`config.mk`:
```
export PLATFORM = sky130hd
export DESIGN_NAME = sram_stage_sequencer
export DESIGN_NICKNAME = d
export VERILOG_FILES = /design/src/rtl/sram_stage_sequencer.sv
export SDC_FILE = /design/constraint.sdc
export NUM_CORES = 1
export LEC_CHECK = 0
export ABC_AREA = 1
export CORE_ASPECT_RATIO = 2
export CORE_MARGIN = 5
export CORE_UTILIZATION = 39
export DETAILED_ROUTE_END_ITERATION = 7
export GPL_TIMING_DRIVEN = 0
export PLACE_DENSITY = 0.88
export RECOVER_POWER = 25
export SLEW_MARGIN = 20
export SYNTH_ARGS = -nofsm -noshare
export SYNTH_HDL_FRONTEND = slang
export SYNTH_SLANG_ARGS = --single-unit
```
`constraint.sdc`:
```
create_clock -name CLOCK_50_I -period 2.8 [get_ports CLOCK_50_I]
set_input_delay 0.56 -clock CLOCK_50_I [delete_from_list [all_inputs] [get_ports CLOCK_50_I]]
set_output_delay 0.56 -clock CLOCK_50_I [all_outputs]
set_load 0.05 [all_outputs]
```
`src/rtl/sram_stage_sequencer.sv`:
```
// -----------------------------------------------------------------------------
// sram_stage_sequencer
//
// Top-level SRAM access sequencer and arbiter for the image decompressor.
//
// After reset the block idles with the VGA reader owning the SRAM. A UART start
// bit (uart_rx_i low) hands the SRAM to the UART receiver, which writes the
// compressed image. Reception ends once UART_TIMEOUT cycles pass without a UART
// write. The decoder stages (M-blocks) then run one at a time, lowest index
// first, skipping any stage whose stage_enable_i bit is clear. A stage ends when
// its own stage_stop_i bit is seen. An optional per-stage watchdog aborts the
// run and raises a sticky error. After the last stage, or an abort, the SRAM
// returns to VGA.
//
// Ports
//   CLOCK_50_I, resetn              clock, asynchronous active-low reset
//   uart_rx_i                       raw UART line, low = start bit
//   uart_addr_i/_wdata_i/_we_n_i    UART receiver SRAM port
//   vga_addr_i                      VGA reader SRAM address
//   stage_addr_i/_wdata_i/_we_n_i   packed SRAM ports of the decoder stages
//   stage_stop_i                    per-stage completion indication
//   stage_enable_i                  per-stage run mask
//   sram_addr_o/_wdata_o/_we_n_o    muxed SRAM port of the current owner
//   stage_start_o                   one-cycle start pulse per stage
//   uart_rx_init_o/_enable_o        UART receiver init / enable pulses
//   vga_enable_o                    VGA owns the SRAM
//   busy_o                          sequencer is not idle
//   active_stage_o                  running stage index, all-ones when none
//   timeout_err_o                   sticky watchdog error
// -----------------------------------------------------------------------------
module sram_stage_sequencer #(
  parameter int NUM_STAGES    = 2,
  parameter int ADDR_W        = 18,
  parameter int DATA_W        = 16,
  parameter int TIMER_W       = 32,
  parameter int UART_TIMEOUT  = 50000000,
  parameter int STAGE_TIMEOUT = 0
) (
  input  logic                         CLOCK_50_I,
  input  logic                         resetn,
  input  logic                         uart_rx_i,
  input  logic [ADDR_W-1:0]            uart_addr_i,
  input  logic [DATA_W-1:0]            uart_wdata_i,
  input  logic                         uart_we_n_i,
  input  logic [ADDR_W-1:0]            vga_addr_i,
  input  logic [NUM_STAGES*ADDR_W-1:0] stage_addr_i,
  input  logic [NUM_STAGES*DATA_W-1:0] stage_wdata_i,
  input  logic [NUM_STAGES-1:0]        stage_we_n_i,
  input  logic [NUM_STAGES-1:0]        stage_stop_i,
  input  logic [NUM_STAGES-1:0]        stage_enable_i,
  output logic [ADDR_W-1:0]            sram_addr_o,
  output logic [DATA_W-1:0]            sram_wdata_o,
  output logic                         sram_we_n_o,
  output logic [NUM_STAGES-1:0]        stage_start_o,
  output logic                         uart_rx_init_o,
  output logic                         uart_rx_enable_o,
  output logic                         vga_enable_o,
  output logic                         busy_o,
  output logic [$clog2(NUM_STAGES):0]  active_stage_o,
  output logic                         timeout_err_o
);

  localparam int IDX_W = $clog2(NUM_STAGES) + 1;

  // The extra index bit guarantees NO_STAGE never aliases a real stage.
  localparam logic [IDX_W-1:0]   NO_STAGE   = '1;
  localparam logic [TIMER_W-1:0] UART_LAST  = TIMER_W'(UART_TIMEOUT - 1);
  localparam bit                 WDOG_ON    = (STAGE_TIMEOUT > 0);
  localparam logic [TIMER_W-1:0] STAGE_LAST = TIMER_W'(WDOG_ON ? STAGE_TIMEOUT - 1 : 0);

  typedef enum logic [1:0] {
    IDLE    = 2'd0,
    UART_RX = 2'd1,
    RUN     = 2'd2
  } state_t;

  state_t                  state_q, state_d;
  logic [IDX_W-1:0]        idx_q, idx_d;
  logic [TIMER_W-1:0]      uart_timer_q, uart_timer_d;
  logic [TIMER_W-1:0]      stage_timer_q, stage_timer_d;
  logic [NUM_STAGES-1:0]   start_q, start_d;
  logic                    init_q, init_d;
  logic                    enable_q, enable_d;
  logic                    err_q, err_d;

  // Next-stage search and current-stage decode
  logic                    next_found;
  logic [IDX_W-1:0]        next_idx;
  logic [NUM_STAGES-1:0]   next_onehot;
  logic                    cur_stop;
  logic                    do_advance;

  // Lowest enabled stage above the current one; when leaving reception every
  // stage qualifies. The descending loop leaves the lowest match in place.
  // NOTE: every signal written in an always_comb gets a default first, so no
  // path can leave it unassigned and infer a latch.
  always_comb begin
    next_found  = 1'b0;
    next_idx    = NO_STAGE;
    next_onehot = '0;
    cur_stop    = 1'b0;
    for (int j = NUM_STAGES - 1; j >= 0; j--) begin
      if (stage_enable_i[j] && (state_q == UART_RX || j > int'(idx_q))) begin
        next_found     = 1'b1;
        next_idx       = IDX_W'(j);
        next_onehot    = '0;
        next_onehot[j] = 1'b1;
      end
    end
    // Only the running stage's stop bit matters; the others are ignored.
    for (int k = 0; k < NUM_STAGES; k++) begin
      if (idx_q == IDX_W'(k)) begin
        cur_stop = stage_stop_i[k];
      end
    end
  end

  // Next-state and registered-output logic
  always_comb begin
    state_d       = state_q;
    idx_d         = idx_q;
    uart_timer_d  = uart_timer_q;
    stage_timer_d = stage_timer_q;
    start_d       = '0;
    init_d        = 1'b0;
    enable_d      = 1'b0;
    err_d         = err_q;
    do_advance    = 1'b0;

    case (state_q)
      IDLE: begin
        if (!uart_rx_i) begin
          state_d      = UART_RX;
          init_d       = 1'b1;
          uart_timer_d = '0;
          err_d        = 1'b0;
        end
      end

      UART_RX: begin
        // Enable follows init by one cycle, i.e. the second cycle of reception.
        enable_d = init_q;
        if (!uart_we_n_i) begin
          // Any write restarts the idle timeout, even on the final count.
          uart_timer_d = '0;
        end else if (uart_timer_q == UART_LAST) begin
          uart_timer_d = '0;
          do_advance   = 1'b1;
        end else begin
          uart_timer_d = uart_timer_q + 1'b1;
        end
      end

      RUN: begin
        // A stop in the same cycle as watchdog expiry wins over the error.
        if (cur_stop) begin
          do_advance = 1'b1;
        end else if (WDOG_ON && stage_timer_q == STAGE_LAST) begin
          err_d         = 1'b1;
          state_d       = IDLE;
          idx_d         = NO_STAGE;
          stage_timer_d = '0;
        end else if (WDOG_ON) begin
          stage_timer_d = stage_timer_q + 1'b1;
        end
      end

      default: begin
        state_d = IDLE;
        idx_d   = NO_STAGE;
      end
    endcase

    if (do_advance) begin
      if (next_found) begin
        state_d       = RUN;
        idx_d         = next_idx;
        start_d       = next_onehot;
        stage_timer_d = '0;
      end else begin
        state_d = IDLE;
        idx_d   = NO_STAGE;
      end
    end
  end

  // NOTE: sequential state uses non-blocking assignments only, so every
  // register samples the pre-edge value of every other register.
  always_ff @(posedge CLOCK_50_I or negedge resetn) begin
    if (!resetn) begin
      state_q       <= IDLE;
      idx_q         <= NO_STAGE;
      uart_timer_q  <= '0;
      stage_timer_q <= '0;
      start_q       <= '0;
      init_q        <= 1'b0;
      enable_q      <= 1'b0;
      err_q         <= 1'b0;
    end else begin
      state_q       <= state_d;
      idx_q         <= idx_d;
      uart_timer_q  <= uart_timer_d;
      stage_timer_q <= stage_timer_d;
      start_q       <= start_d;
      init_q        <= init_d;
      enable_q      <= enable_d;
      err_q         <= err_d;
    end
  end

  // SRAM owner mux, driven purely from registered state so an asynchronous
  // reset releases the write enable immediately.
  always_comb begin
    sram_addr_o  = vga_addr_i;
    sram_wdata_o = '0;
    sram_we_n_o  = 1'b1;
    case (state_q)
      UART_RX: begin
        sram_addr_o  = uart_addr_i;
        sram_wdata_o = uart_wdata_i;
        sram_we_n_o  = uart_we_n_i;
      end
      RUN: begin
        for (int k = 0; k < NUM_STAGES; k++) begin
          if (idx_q == IDX_W'(k)) begin
            sram_addr_o  = stage_addr_i[k*ADDR_W +: ADDR_W];
            sram_wdata_o = stage_wdata_i[k*DATA_W +: DATA_W];
            sram_we_n_o  = stage_we_n_i[k];
          end
        end
      end
      default: begin
      end
    endcase
  end

  // VGA ownership coincides exactly with the idle state.
  assign vga_enable_o     = (state_q == IDLE);
  assign busy_o           = (state_q != IDLE);
  assign stage_start_o    = start_q;
  assign uart_rx_init_o   = init_q;
  assign uart_rx_enable_o = enable_q;
  assign active_stage_o   = idx_q;
  assign timeout_err_o    = err_q;

endmodule

```
* Word-level counts from Yosys, hierarchy flattened
Index checks and enable logic that the tools add are counted.
Storage, ports and cells: memories kept 0, logic and storage cells 64, bits in read-only memories 0, bits of input ports 130, bits in latches 0, register bits after elaboration 40, bits in writable memories 0
Operators by class: multiply operators 0, reduce and logical (&&, ||, !) cells 11, shift operators 0, magnitude comparators 1, div/mod/pow operators 0, equality and inequality tests 8, add/subtract/negate cells 1, bitwise gates (word level) 0, muxes and demuxes 37
Operator list (number):
- 32-bit 2-to-1 mux | 3
- 32-bit case mux with 2 select lines | 1
- 18-bit 2-to-1 mux | 2
- 18-bit case mux with 2 select lines | 1
- 32-bit by 1-bit adder with 32-bit output, second input constant | 1
- 32-bit by 26-bit == test with 1-bit output, second input constant | 1
- 16-bit 2-to-1 mux | 2
- 16-bit case mux with 2 select lines | 1
- 2-bit 2-to-1 mux | 12
- 1-bit 2-to-1 mux | 12
- 2-bit by 1-bit == test with 1-bit output, second input constant | 2
- 2-bit logical NOT | 2
- 2-bit by 1-bit inequality test with 1-bit output, second input constant | 2
- 1-bit case mux with 2 select lines | 2
- 2-bit case mux with 2 select lines | 1
- 2-bit AND reduction | 2
- 2-bit nonzero test | 2
- 3-bit by 2-bit inequality test with 1-bit output, second input constant | 1
- 3-bit OR reduction | 1
- 2-bit == test, second input constant | 1
- 1-bit by 2-bit > comparator with 1-bit output, first input constant | 1
- 1-bit logical AND | 2
- 2-bit inequality test, second input constant | 1
- 2-bit OR reduction | 1
- 1-bit logical OR | 1

* Longest topological paths before layout
depth after elaboration 7, mapped depth 14

* Worst setup path before layout
No wires, ideal clock.
path kind reg-to-output, start register idx_q[0] (netlist: active_stage_o[0]), end output port sram_wdata_o[4], path buffers 1, arrival 2184 ps, required time 2240 ps, cell stages (with the launch flop) 7, slack 56 ps, path through dfstp_2 > nand2_1 > clkinv_1 > clkbuf_1 > a22o_1 > nand2_1 > a21oi_1
On the way: cells in the longest elaborated chain, start to end 4, elaborated cells on any way between the ends 5, classes of those cells eq/ne: 1; mux: 3; reduce/logical: 1
Ends and longest elaborated chain:
- start: declaration | RTL line 78 | logic [IDX_W-1:0] idx_q, idx_d;
- start signal: assignment | RTL line 201 | idx_q <= idx_d;
- 2-bit logical NOT | RTL line 225 | if (idx_q == IDX_W'(k)) begin
- 16-bit 2-to-1 mux | RTL line 225
- 16-bit 2-to-1 mux * | RTL line 225
- 16-bit case mux with 2 select lines * | RTL line 217 | case (state_q)
- end: declaration | RTL line 52 | output logic [DATA_W-1:0] sram_wdata_o,
Mark *: on every way between the ends. The rest lies on a longest branch, timed or not.

* Worst setup path after layout
start register state_q[0], end output port sram_addr_o[10]
On the way: cells in the longest elaborated chain, start to end 2, elaborated cells on any way between the ends 3, classes of those cells eq/ne: 2; mux: 1
Ends and longest elaborated chain:
- start: declaration | RTL line 77 | state_t state_q, state_d;
- start signal: assignment | RTL line 200 | state_q <= state_d;
- 2-bit == test / 2-bit by 1-bit == test with 1-bit output (equally long branches) | RTL line 217
- 18-bit case mux with 2 select lines * | RTL line 217
- end: declaration | RTL line 51 | output logic [ADDR_W-1:0] sram_addr_o,
Marked as above.

==> run summary <==
endpoint required time on the critical path = 2.24 ns
insertion delay to the later sink of the worst-skew pair = 0.29 ns
Critical Path Max Stage Delay = 0.40 ns
Final Hold Vio Count = 0
first-pass GRT wire length = 23.09 mm
Clock Sink Count = 40
Net Count, Synth = 711
max-slew violation count = 0
total number of nets in the final design = 892
slowest library cell on the worst path = dfrtp_1
power density relative to cell area = 606.3 mW/mm^2
routability congestion estimate from global placement = 0.9710
async set-reset flop share out of synthesis = 1.000
largest voltage drop on the vdd net = 0.5906 mV
mean instance size in the synthesized netlist = 6.236 um^2
standby leakage power = 2.529 nW
sum of routed wire length over all layers = 14.89 mm
final critical delay including setup and external delays = 2.738 ns
Gate power share = 0.643
floorplan die area = 0.01135 mm^2
final-layout worst hold slack = 0.4565 ns
count of synthesis-stage warnings from yosys = 0
critical path arrival = 2.18 ns
reported net switching power = 1.737 mW
sequential area share after synthesis = 0.2793
global-route usage over all layers = 0.2543
Final Instance Count excl. Fillers = 860
max-cap violation count = 0
number of rows created at floorplan = 49
ordered list of cells on the worst path = inv_1 > ha_1 > inv_2 > a21oi_4 > buf_4 > o22ai_1 > buf_2
Initial Util = 0.3986
layout cells sized above 1 = 0.1319
clock buffers created by TritonCTS = 5
maximum number of pins on one net before global-route repair = 22
height of the die = 145.7 um
number of diodes added for antenna fixing = 0
Detailed Route Iter0 Violations = 296
Post-Syn Instances = 576
count of TritonRoute iterations in the first routing pass = 5
root buffer cell = clkbuf_16
mapped cell area = 0.003592 mm^2
worst slew margin relative to its limit = 0.2524
routed wire length per instance = 17.31 um
most frequently used flop master after synthesis = dfrtp_1
Filler cells = 800
total via count after detailed routing = 4701
number of global-route vias before repair = 4874
Cells after DPL = 851
clock slew at the register clock pins of the worst setup and hold paths = 0.06 ns
RSZ-0062 raised after global routing = false
run status = completed
core area = 0.009012 mm^2
TritonCTS clock tree = done
boundary pin count = 174
worst min path class = input pin to async pin
share of power burned in the clock network = 0.167
share of total power in sequential cells = 0.190
worst-case clock skew = 0.008966 ns
total half-perimeter wirelength after legalization and detailed placement = 12.49 mm
H-tree level count = 2
total of flip-flops plus latches after synthesis = 40
area of combinational cells with multiple inputs = 0.002203 mm^2
critical path start-end classification = flop to primary output
worst-path maximum fanout = 9
element type at the critical path start = flop
post-route ant nets = 0
number of buffers added on ports = 172
count of hold-fix buffers inserted at cts = 0
Remaining DRCs = 0
commonest non-fill, non-tap cell in the layout = nand2_1
initial antenna violation count = 0
total global routing overflow = 0
pin slew with the least headroom to its limit = 1.121 ns
final setup fails = 0
Internal Dissipation = 1.578 mW
portion of the clock cycle consumed by the worst path in the final layout = 0.9778
number of vias per cell = 5.466
Sequential cell area = 0.001003 mm^2
Worst Setup End Kind = primary output
Layout area overhead = 52.18%
Die Wd = 77.86 um
EDFF count, synth = 0
utilization of the core after routing = 0.6066
switching share of power = 0.5240
timing-limited maximum frequency = 0.3653 GHz
highest-count cells in the layout ignoring fill and taps = 195 x nand2_1, 136 x clkdlybuf4s50_1, 69 x inv_1
number of distinct library cell variants in the gate-level netlist after synthesis = 37
Bufs on Longest Clock Path = 2
[layer usage]
layer	GRT usage	up-vias	wire, um
li1	-	2221	-
met1	0.2136	2118	4585
met2	0.4912	277	8105
met3	0.05266	85	983
met4	0.1859	0	1215
met5	0	-	0
[cell type report]
class | instances | share of cell area
multi-input cells | 440 | 0.4031
repair buffers | 175 | 0.2877
flip-flops and latches | 40 | 0.1836
inverters | 74 | 0.05219
plain buffers | 21 | 0.02495
clock buffers | 7 | 0.02426
well taps | 102 | 0.02335
clock inverters | 1 | 0.0009155
[sequential cells by signal (all words and copies together), names as in the netlist]
register and count:
state_q 2, uart_timer_q 32, uart_rx_init_o 1, uart_rx_enable_o 1, active_stage_o 2, stage_start_o 2
[metrics by stage]
step | total power [mW] | setup TNS [ns] | worst slack [ns] | area (um^2)
6_report | 3.314 | 0 | 0.06226 | 5466
5_1_grt | 3.460 | 0 | 0.009307 | 5466
4_1_cts | 3.342 | 0 | 0.03088 | 5535
3_5_place_dp | 2.860 | -13.38 | -0.5546 | 5464
3_3_place_gp | 2.834 | -11.43 | -0.4835 | 5441
2_1_floorplan | 2.023 | 0 | 0.05555 | 3592
[critical path, delay by kind of cell (launching register included)]
family,cells,cell delay [ns]
AOI/OAI and AO/OA,2,0.32
DFF,1,0.40
buffers and inverters,4,0.80
adders and majority gates,1,0.38
[synthesized netlist by cell type (2+ instances only)]
master / n / area [um^2]
clkinv_1: 2 / 7.510
a31oi_1: 2 / 12.51
nand2_1: 195 / 732.0
buf_1: 4 / 15.01
o21ai_0: 5 / 25.02
dfrtp_1: 38 / 950.9
nand2_2: 7 / 43.79
a22o_1: 16 / 140.1
a22oi_1: 18 / 135.1
nor2_4: 5 / 56.30
clkbuf_1: 11 / 41.29
nand4_1: 13 / 81.33
nor3_1: 12 / 60.06
inv_2: 2 / 7.510
nor2_1: 59 / 221.5
inv_1: 69 / 259.0
nand3_1: 31 / 155.2
dfstp_2: 2 / 52.55
a21oi_1: 22 / 110.1
ha_1: 5 / 62.56
o22ai_1: 18 / 112.6
nor2_2: 12 / 75.07
buf_2: 4 / 20.02
nor3_2: 2 / 20.02
xor2_1: 10 / 87.58
[cell families after synthesis]
group           synth area share
compound gates            0.1599
xor+xnor                 0.02438
fa+ha+maj                0.01742
buf+inv                   0.1108
flops                     0.2793
other cells             0.001044
simple gates              0.4072
[timing repair]
action / CTS / global route
gates resized for setup: 174 / 25
buffers inserted: 2 / 0
endpoints found under the hold margin: 0 / 0
endpoints found under the setup margin: 35 / 27
[worst paths after layout]
kind / from / to / slack [ns] / depth (start not counted)
min in group CLOCK_50_I: uart_rx_init_o / uart_rx_enable_o / 0.47 / 2
worst min-delay path: resetn / uart_timer_q[12] / 0.46 / 1
max in group asynchronous: resetn / uart_timer_q[21] / 0.76 / 2
worst max-delay path: state_q[0] / sram_addr_o[10] / 0.06 / 7
worst min register to register: uart_rx_init_o / uart_rx_enable_o / 0.47 / 2
worst max register to register: state_q[0] / uart_timer_q[26] / 0.72 / 13
[power by group through the flow]
stage               Clock, mW  Combinational (mW)  Sequential, mW
global placement            0                2.20           0.638
global route            0.576                2.25           0.633
CTS                     0.554                2.16           0.630
floorplan                   0                1.36           0.664
finish                  0.554                2.13           0.631
detailed placement          0                2.22           0.640
Power figures use the tool's default switching activity.
